==> config.mk <==
export PLATFORM = sky130hd
export DESIGN_NAME = flash_read_sched
export DESIGN_NICKNAME = d
export VERILOG_FILES = /design/src/rtl/flash_read_sched.sv
export SDC_FILE = /design/constraint.sdc
export NUM_CORES = 1
export LEC_CHECK = 0
export ABC_CLOCK_PERIOD_IN_PS = 3200
export BUFFER_PORTS_ARGS = -buffer_cell sky130_fd_sc_hd__clkbuf_2
export CAP_MARGIN = 25
export CORE_AREA = 2 2 112 114
export DETAILED_ROUTE_END_ITERATION = 16
export DIE_AREA = 0 0 114 116
export PLACE_DENSITY = 0.73
export SETUP_SLACK_MARGIN = 0.4
export SLEW_MARGIN = 0
export SYNTH_ARGS = -nofsm -noshare
export SYNTH_HDL_FRONTEND = slang
export SYNTH_SLANG_ARGS = --single-unit
==> constraint.sdc <==
create_clock -name clk -period 3.2 [get_ports clk]
set_clock_uncertainty 0.1 [all_clocks]
set_input_delay 0.16 -clock clk [delete_from_list [all_inputs] [get_ports clk]]
set_output_delay 0.16 -clock clk [all_outputs]
set_load 0.05 [all_outputs]
==> src/rtl/flash_read_sched.sv <==
`default_nettype none
// ============================================================================
// Module      : flash_read_sched
// Description : Two-port arbitrating SPI flash word reader. Each accepted
//               request issues a READ (0x03) with a 24-bit address and
//               returns one 32-bit little-endian word to the requester.
// Revision    : 1.0 - initial release
// ============================================================================
module flash_read_sched #(
    parameter int CLK_DIV  = 2,
    parameter int CSB_HIGH = 4
) (
    input  logic        clk,
    input  logic        resetn,
    input  logic        req0_valid,
    input  logic [23:0] req0_addr,
    output logic        req0_ready,
    output logic        req0_rvalid,
    output logic [31:0] req0_rdata,
    input  logic        req1_valid,
    input  logic [23:0] req1_addr,
    output logic        req1_ready,
    output logic        req1_rvalid,
    output logic [31:0] req1_rdata,
    output logic        flash_csb,
    output logic        flash_clk,
    output logic        flash_io0,
    input  logic        flash_io1
);

    localparam logic [3:0] c_DIV_LAST = 4'(CLK_DIV - 1);
    localparam logic [3:0] c_GAP_LAST = 4'(CSB_HIGH - 1);
    localparam logic [5:0] c_BIT_LAST = 6'd63;

    typedef enum logic [1:0] {
        S_IDLE = 2'd0,
        S_XFER = 2'd1,
        S_GAP  = 2'd2
    } state_t;

    state_t      r_state;
    state_t      w_state_nxt;
    logic        r_last_grant;
    logic        r_port;
    logic [63:0] r_shift;
    logic [31:0] r_rx;
    logic [3:0]  r_div_cnt;
    logic [3:0]  r_gap_cnt;
    logic [5:0]  r_bit_cnt;
    logic        r_sck;
    logic        r_csb;
    logic        r_rvalid0;
    logic        r_rvalid1;
    logic [31:0] r_rdata0;
    logic [31:0] r_rdata1;

    logic        w_gnt0;
    logic        w_gnt1;
    logic [23:0] w_addr;
    logic        w_accept;
    logic        w_tick;
    logic        w_done;
    logic        w_gap_end;
    logic [31:0] w_rx_word;

    // Round-robin grant: a lone requester always wins, a tie goes to the port not served last.
    always_comb begin
        w_gnt0 = req0_valid && (!req1_valid || r_last_grant);
        w_gnt1 = req1_valid && (!req0_valid || !r_last_grant);
        w_addr = w_gnt1 ? req1_addr : req0_addr;
    end

    assign w_accept  = (r_state == S_IDLE) && (w_gnt0 || w_gnt1);
    assign w_tick    = (r_state == S_XFER) && (r_div_cnt == c_DIV_LAST);
    assign w_done    = w_tick && r_sck && (r_bit_cnt == c_BIT_LAST);
    assign w_gap_end = (r_state == S_GAP) && (r_gap_cnt == c_GAP_LAST);

    // The first received byte arrives in the top of r_rx and belongs in the low byte of the word.
    assign w_rx_word = {r_rx[7:0], r_rx[15:8], r_rx[23:16], r_rx[31:24]};

    // State register.
    always_ff @(posedge clk) begin
        if (!resetn) begin
            r_state <= S_IDLE;
        end else begin
            r_state <= w_state_nxt;
        end
    end

    // Next-state decode; ready is only offered while idle.
    always_comb begin
        w_state_nxt = r_state;
        req0_ready  = 1'b0;
        req1_ready  = 1'b0;
        case (r_state)
            S_IDLE: begin
                req0_ready = w_gnt0;
                req1_ready = w_gnt1;
                if (w_gnt0 || w_gnt1) begin
                    w_state_nxt = S_XFER;
                end
            end
            S_XFER: begin
                if (w_done) begin
                    w_state_nxt = S_GAP;
                end
            end
            S_GAP: begin
                if (w_gap_end) begin
                    w_state_nxt = S_IDLE;
                end
            end
            default: w_state_nxt = S_IDLE;
        endcase
    end

    // Serial engine: SCK divider, command/address shifter, MISO capture and csb gap timer.
    always_ff @(posedge clk) begin
        if (!resetn) begin
            r_csb        <= 1'b1;
            r_sck        <= 1'b0;
            r_shift      <= '0;
            r_rx         <= '0;
            r_div_cnt    <= '0;
            r_bit_cnt    <= '0;
            r_gap_cnt    <= '0;
            r_port       <= 1'b0;
            r_last_grant <= 1'b1;
        end else if (w_accept) begin
            r_port       <= w_gnt1;
            r_last_grant <= w_gnt1;
            r_shift      <= {8'h03, w_addr, 32'h0000_0000};
            r_csb        <= 1'b0;
            r_sck        <= 1'b0;
            r_div_cnt    <= '0;
            r_bit_cnt    <= '0;
        end else if (r_state == S_XFER) begin
            if (!w_tick) begin
                r_div_cnt <= r_div_cnt + 4'd1;
            end else begin
                r_div_cnt <= '0;
                if (!r_sck) begin
                    // Rising edge: capture MISO; only the last 32 samples survive.
                    r_sck <= 1'b1;
                    r_rx  <= {r_rx[30:0], flash_io1};
                end else if (r_bit_cnt == c_BIT_LAST) begin
                    r_sck     <= 1'b0;
                    r_csb     <= 1'b1;
                    r_shift   <= '0;
                    r_gap_cnt <= '0;
                end else begin
                    // Falling edge: present the next MOSI bit.
                    r_sck     <= 1'b0;
                    r_bit_cnt <= r_bit_cnt + 6'd1;
                    r_shift   <= {r_shift[62:0], 1'b0};
                end
            end
        end else if (r_state == S_GAP) begin
            r_gap_cnt <= r_gap_cnt + 4'd1;
        end
    end

    // Response: one-cycle rvalid to the owning port, rdata held until that port's next completion.
    always_ff @(posedge clk) begin
        if (!resetn) begin
            r_rvalid0 <= 1'b0;
            r_rvalid1 <= 1'b0;
            r_rdata0  <= '0;
            r_rdata1  <= '0;
        end else begin
            r_rvalid0 <= w_done && !r_port;
            r_rvalid1 <= w_done && r_port;
            if (w_done && !r_port) begin
                r_rdata0 <= w_rx_word;
            end
            if (w_done && r_port) begin
                r_rdata1 <= w_rx_word;
            end
        end
    end

    assign flash_csb   = r_csb;
    assign flash_clk   = r_sck;
    assign flash_io0   = r_shift[63];
    assign req0_rvalid = r_rvalid0;
    assign req1_rvalid = r_rvalid1;
    assign req0_rdata  = r_rdata0;
    assign req1_rdata  = r_rdata1;

endmodule
`default_nettype wire

### Word level (Yosys, flattened, before mapping)

Cells that the tools add are included.

* add/subtract/negate cells: 3
* mux-type cells: 24
* bitwise operators: 4
* reduce and logical (&&, ||, !) cells: 31
* equality and inequality tests: 11

Operators by type and width (number)
* 2-to-1 mux 58 bit: 4
* 2-to-1 mux 64 bit: 1
* 2-to-1 mux 24 bit: 1
* 2-to-1 mux 4 bit: 6
* AND reduction 4 bit: 3
* nonzero test 2 bit: 5
* logical AND 1 bit: 9
* AND reduction 3 bit: 3
* adder 4 x 1 -> 4 bit, second input constant: 2
* 2-to-1 mux 1 bit: 8
* != test 2 bit, second input constant: 4
* adder 6 x 1 -> 6 bit, second input constant: 1
* == test 6 bit, second input constant: 1
* 2-to-1 mux 2 bit: 3
* case mux 2 bit (3 select lines): 1
* AND reduction 5 bit: 1
* == test 4 x 1 -> 1 bit, second input constant: 1
* == test 4 x 2 -> 1 bit, second input constant: 1
* zero test 1 bit: 4
* != test 2 x 1 -> 1 bit, second input constant: 2
* NOT 1 bit: 4
* logical OR 1 bit: 3
* == test 2 x 1 -> 1 bit, second input constant: 1
* == test 2 bit, second input constant: 1
* other kinds (3): 3

* register bits: 182
* output and inout port bits: 71
* input port bits: 53
* word-level logic and storage cells: 88

### Longest topological paths before layout

* depth after elaboration: 7
* mapped depth: 8
* gate-level depth less buffers: 6

### Worst setup path before layout

OpenSTA, ideal clock, no wires.

* path type: flip-flop to flip-flop
* start: register r_sck (netlist: flash_clk)
* end: register r_bit_cnt[5]
* path slack: 1280 ps
* clock period less this slack: 1920 ps
* stages on the path, launching flop included: 5
* setup time: 71 ps
* data required time: 3029 ps
* buffers on the path: 0
* arrival time: 1749 ps
* cell sequence: dfxtp_1 > and3b_1 > o211ai_1 > or4_1 > a21oi_1

* word-level cells in the longest chain between the ends: 1

Ends and longest elaborated chain
* from (decl): RTL line 50 `logic r_sck;`
* from (signal assigned): RTL line 121 `r_sck <= 1'b0;`
* from (signal assigned): RTL line 134 `r_sck <= 1'b0;`
* from (signal assigned): RTL line 144 `r_sck <= 1'b1;`
* AND reduction 4 bit (no source line)
* to (signal assigned): RTL line 154 `r_bit_cnt <= r_bit_cnt + 6'd1;`
* to (decl): RTL line 49 `logic [5:0] r_bit_cnt;`

Every way passes these cells.
A chain may end at the register's enable or synchronous reset.

### Final worst setup path

* start: register r_div_cnt[0]
* end: register r_rdata1[25] (netlist: req1_rdata[25])

* word-level cells in the longest chain between the ends: 5

Ends and longest elaborated chain
* from (decl): RTL line 47 `logic [3:0] r_div_cnt;`
* from (signal assigned): RTL line 139 `r_div_cnt <= r_div_cnt + 4'd1;`
* == test 4 x 1 -> 1 bit: RTL line 74 `assign w_tick = (r_state == S_XFER) && (r_div_cnt == c_DIV_LAST);`
* logical AND 1 bit: RTL line 74
* logical AND 1 bit (2 in a row): RTL line 75 `assign w_done = w_tick && r_sck && (r_bit_cnt == c_BIT_LAST);`
* logical AND 1 bit: RTL line 176 `if (w_done && r_port) begin`
* to (signal assigned): RTL line 177 `r_rdata1 <= w_rx_word;`
* to (decl): RTL line 55 `logic [31:0] r_rdata1;`

Every way passes these cells.

==> results_tabular.tex <==
\begin{tabular}{lr}
\hline
Metric & Value \\
\hline
\multicolumn{2}{l}{\textbf{Status}} \\
\quad Result of the run & finished, final reports clean \\
\multicolumn{2}{l}{\textbf{Detailed routing}} \\
\quad Total detailed-routing wirelength & around 14,000 um \\
\quad Avg WL per Cell & about 15 um \\
\quad Via total after detailed routing & 5,201 \\
\quad Routed via count divided by cell count & 5.44 \\
\quad DR DRC count & 0 \\
\quad First-pass iteration count of the detailed router & 5 \\
\quad Antenna-violating nets left & 0 \\
\quad Starting DRC count in detailed routing & between 300 and 400 \\
\multicolumn{2}{l}{\textbf{Die}} \\
\quad Effective utilization at floorplan & around 49\% \\
\quad Total core area & between 0.01 and 0.015 sq mm \\
\quad Chip height & 116 um \\
\quad Horizontal extent of the die & $\sim$110 um \\
\quad Total Die Area & approximately 0.013 sq mm \\
\quad Site Rows & 40 \\
\quad Count of pins on the block boundary & 124 \\
\multicolumn{2}{l}{\textbf{Timing}} \\
\quad Maximum clock frequency & 0.441 GHz \\
\quad RSZ-0062 raised after global routing & no \\
\quad Post-route worst setup slack & 0.932 ns \\
\quad Summed negative setup slack over all endpoints & 0 ns \\
\quad Final period util & a little under three quarters \\
\quad Relative max-transition margin & 37.3\% \\
\quad Total count of hold-check failures in the final report & 0 \\
\quad Setup Viol. Count Final & 0 \\
\quad Worst Tran Pin Value & between 0.9 and 1 ns \\
\quad Max-slew violation total from the final report & 0 \\
\quad Tmin final & 2.27 ns \\
\multicolumn{2}{l}{\textbf{Clocking}} \\
\quad H-tree depth & 4 \\
\quad Number of setup buffers added after CTS & 0 \\
\quad Root Buffer & sky130\_fd\_sc\_hd\_\_clkbuf\_16 \\
\quad CTS-repair resized insts & 0 \\
\quad Hold-fix buffer count after cts & 39 \\
\quad Number of buffers between clock root and the deepest sink & 2 \\
\quad Count of clock tree sinks & 150 \\
\quad Clock-pin transition on the worst setup and hold timing paths & around 0.050 ns \\
\quad Worst skew pair latency & a little over 0.4 ns \\
\quad Total clock buffers created by CTS & 17 \\
\quad Clock tree from TritonCTS & done \\
\multicolumn{2}{l}{\textbf{Layout}} \\
\quad Area added between synthesis and finish & 28.8\% \\
\quad Final net count & 856 \\
\quad Most frequent cells in the layout & 150 x sky130\_fd\_sc\_hd\_\_dfxtp\_1, 148 x sky130\_fd\_sc\_hd\_\_nand2\_1, 122 x sky130\_fd\_sc\_hd\_\_clkbuf\_2 \\
\quad Most frequent standard cell in the layout excluding fill and tap cells & sky130\_fd\_sc\_hd\_\_dfxtp\_1 \\
\quad Diode count & 0 \\
\quad Layout cells sized above 1 & 21.1\% \\
\multicolumn{2}{l}{\textbf{Synth}} \\
\quad Number of enable flip-flop cells after synthesis & 0 \\
\quad Netlist area before placement & 0.00589 sq mm \\
\quad Share of flip-flops with an asynchronous set or reset after synthesis & 0\% \\
\quad Multiplexer area fraction after synthesis & roughly a tenth \\
\quad Dominant cell type by area after synthesis & sky130\_fd\_sc\_hd\_\_dfxtp\_1 \\
\quad Synth Net Count & approximately 700 \\
\quad Simple-gate share of the synthesized area & approximately 18\% \\
\quad Count of warnings emitted by yosys & 0 \\
\quad Cell variety after synth & 46 \\
\quad Arithmetic-cell share of the synthesized area counting full adders, half adders and majority gates & less than 1\% \\
\quad Compound-Gate Fraction of Synth Area & roughly 16\% \\
\quad Area share of xor/xnor cells in the synthesized design & less than 1\% \\
\quad Leading post-synthesis cells by cell area & sky130\_fd\_sc\_hd\_\_dfxtp\_1 51\%, sky130\_fd\_sc\_hd\_\_nand2\_1 9.4\%, sky130\_fd\_sc\_hd\_\_mux2i\_1 9.3\% \\
\quad Cells after synthesis & approximately 660 \\
\quad Leading register cell type out of synthesis & sky130\_fd\_sc\_hd\_\_dfxtp\_1 \\
\quad Largest family of logic cells by synthesized area & simple AND/OR/NAND/NOR gates \\
\quad Share of Yosys cell area claimed by the top area cell type & between 50\% and 60\% \\
\quad Post-synthesis average cell area & 8.95 sq um \\
\quad Share of synthesized area occupied by flip-flops and latches & around half \\
\quad Flop and latch count out of synthesis & 150 \\
\multicolumn{2}{l}{\textbf{Pwr}} \\
\quad Portion of total power attributed to combinational logic & 6.9\% \\
\quad Proportion of power drawn by the clock network & a little under half \\
\quad Leakage dissipation & 3.17 nW \\
\quad Sw power & 916 uW \\
\quad Share of total power consumed by net switching & about a fifth \\
\quad Peak VDD IR & around 0.00028 V \\
\quad Internal & between 3 and 4 mW \\
\quad Sequential share of power & 45.1\% \\
\quad P per Cell Area & roughly 570 mW/mm\^{}2 \\
\multicolumn{2}{l}{\textbf{GRT}} \\
\quad Global-route wire length before repair & 22,800 um \\
\quad Total routing usage reported by global routing & between 20\% and 30\% \\
\quad Total congestion overflow after global routing & 0 \\
\quad Maximum number of pins on one net before global-route repair & 99 \\
\quad Via count of the first global-routing pass & 4,984 \\
\quad Antenna violations before repair & 0 \\
\multicolumn{2}{l}{\textbf{Setup path}} \\
\quad Endpoint type of the worst setup path & register \\
\quad Number of buffers and inverters on the critical path & 1 \\
\quad Kind of cell adding the most delay to the critical path & simple AND/OR/NAND/NOR gates \\
\quad Data required, critical path & about 3.4 ns \\
\quad Peak fanout along the critical path & 32 \\
\quad Setup crit start kind & register \\
\quad Cells along the critical path & ha\_1, nor3b\_4, and3\_1, nand4\_4, buf\_4, mux2i\_1 \\
\quad Data arrival at the endpoint of the critical path & around 2.4 ns \\
\quad Longest individual stage delay on the worst path & roughly 0.4 ns \\
\quad Critical-path top delay cell & sky130\_fd\_sc\_hd\_\_dfxtp\_1 \\
\quad Critical path type & register to register \\
\multicolumn{2}{l}{\textbf{Placed design}} \\
\quad Post-placement worst setup slack & around 0.8 ns \\
\quad Routability congestion estimate & $\sim$0.8 \\
\quad Total half-perimeter wirelength after legalization and detailed placement & $\sim$8700 um \\
\quad Count of port buffers added during placement & between 100 and 150 \\
\multicolumn{2}{l}{\textbf{Min path}} \\
\quad Min-delay worst type & input port to register \\
\multicolumn{2}{l}{\textbf{Run}} \\
\quad Max-Cap Viols & 0 \\
\hline
\end{tabular}
-- cells by family after synthesis --
logic type / after synthesis
buffers and inverters: 57
AO/OA/AOI/OAI: 149
flip-flops: 150
adder cells (fa/ha/maj): 4
AND/OR/NAND/NOR: 240
XOR/XNOR: 2
multiplexers: 56
-- path summary, 6_finish.rpt --
check / startpoint / slack, ns / endpoint / depth (start not counted)
setup reg to reg: r_div_cnt[0] / 0.93 / req1_rdata[25] / 6
hold reg to reg: req1_rdata[12] / 0.36 / req1_rdata[12] / 2
hold / removal: req0_addr[22] / 0.02 / r_shift[54] / 3
setup / recovery: r_div_cnt[0] / 0.93 / req1_rdata[25] / 6
-- registers in the layout, indices dropped and copies added, names as in the netlist, 2 cells and up --
| signal | flops |
|---|---|
| r_gap_cnt | 4 |
| r_shift | 32 |
| req1_rdata | 32 |
| r_rx | 32 |
| req0_rdata | 32 |
| r_div_cnt | 4 |
| r_bit_cnt | 6 |
| r_state | 2 |
-- cell usage after synthesis (2+ instances only) --
cell / n
sky130_fd_sc_hd__a211oi_1: 19
sky130_fd_sc_hd__a21oi_1: 50
sky130_fd_sc_hd__a221oi_1: 18
sky130_fd_sc_hd__a22oi_1: 11
sky130_fd_sc_hd__and2_1: 3
sky130_fd_sc_hd__and3_1: 3
sky130_fd_sc_hd__buf_1: 4
sky130_fd_sc_hd__buf_2: 16
sky130_fd_sc_hd__buf_6: 3
sky130_fd_sc_hd__clkbuf_1: 29
sky130_fd_sc_hd__dfxtp_1: 150
sky130_fd_sc_hd__ha_1: 4
sky130_fd_sc_hd__inv_1: 4
sky130_fd_sc_hd__mux2i_1: 55
sky130_fd_sc_hd__nand2_1: 148
sky130_fd_sc_hd__nand2b_1: 2
sky130_fd_sc_hd__nand3_1: 39
sky130_fd_sc_hd__nand4_1: 4
sky130_fd_sc_hd__nor2_1: 17
sky130_fd_sc_hd__nor2b_1: 4
sky130_fd_sc_hd__nor3_1: 5
sky130_fd_sc_hd__o21a_1: 3
sky130_fd_sc_hd__o21ai_0: 37
sky130_fd_sc_hd__o22ai_1: 5
sky130_fd_sc_hd__or3_1: 4
-- tightest hold or removal path, delay by kind of cell --
family / cells / cell delay, ns
AO/OA/AOI/OAI: 1 / 0.09
buffers and inverters: 1 / 0.08
multiplexers: 1 / 0.15
-- through the flow --
stage	hold slack, ns	utilization (%)	area [sq um]	power, mW	std cells
after floorplan	0.196	-	5890	2.14	658
after global routing	0.0281	63.7	7580	4.43	956
final	0.0205	63.7	7580	4.29	956
after detailed placement	0.304	54.9	6540	2.21	886
after global placement	0.299	54.9	6540	2.20	886
after CTS	0.00359	63.3	7540	4.30	954
-- power by group through the flow --
stage                     Combinational, mW  Clock [mW]  Sequential (mW)
after global placement                0.232           0             1.97
final                                 0.298        2.06             1.94
after CTS                             0.285        2.08             1.93
after floorplan                       0.168           0             1.97
after global routing                  0.325        2.17             1.94
after detailed placement              0.240           0             1.97
-- layer usage --
| metal | track usage, % | up-vias | wire, um |
|---|---|---|---|
| met5 | 0 | - | 0 |
| met4 | 9.84 | 0 | 274 |
| met3 | 6.33 | 29 | 809 |
| met2 | 36.4 | 175 | 6990 |
| met1 | 25.3 | 2406 | 5880 |
| li1 | - | 2591 | - |
-- layout make-up --
type | instances | area (sq um)
Tap cell | 147 | 184
Inverter | 5 | 18.8
Timing Repair Buffer | 174 | 1130
Clock inverter | 10 | 155
Sequential cell | 150 | 3000
Multi-Input combinational cell | 451 | 2640
Fill cell | 963 | 4330
Clock buffer | 19 | 453
Power figures use the tool's default switching activity.
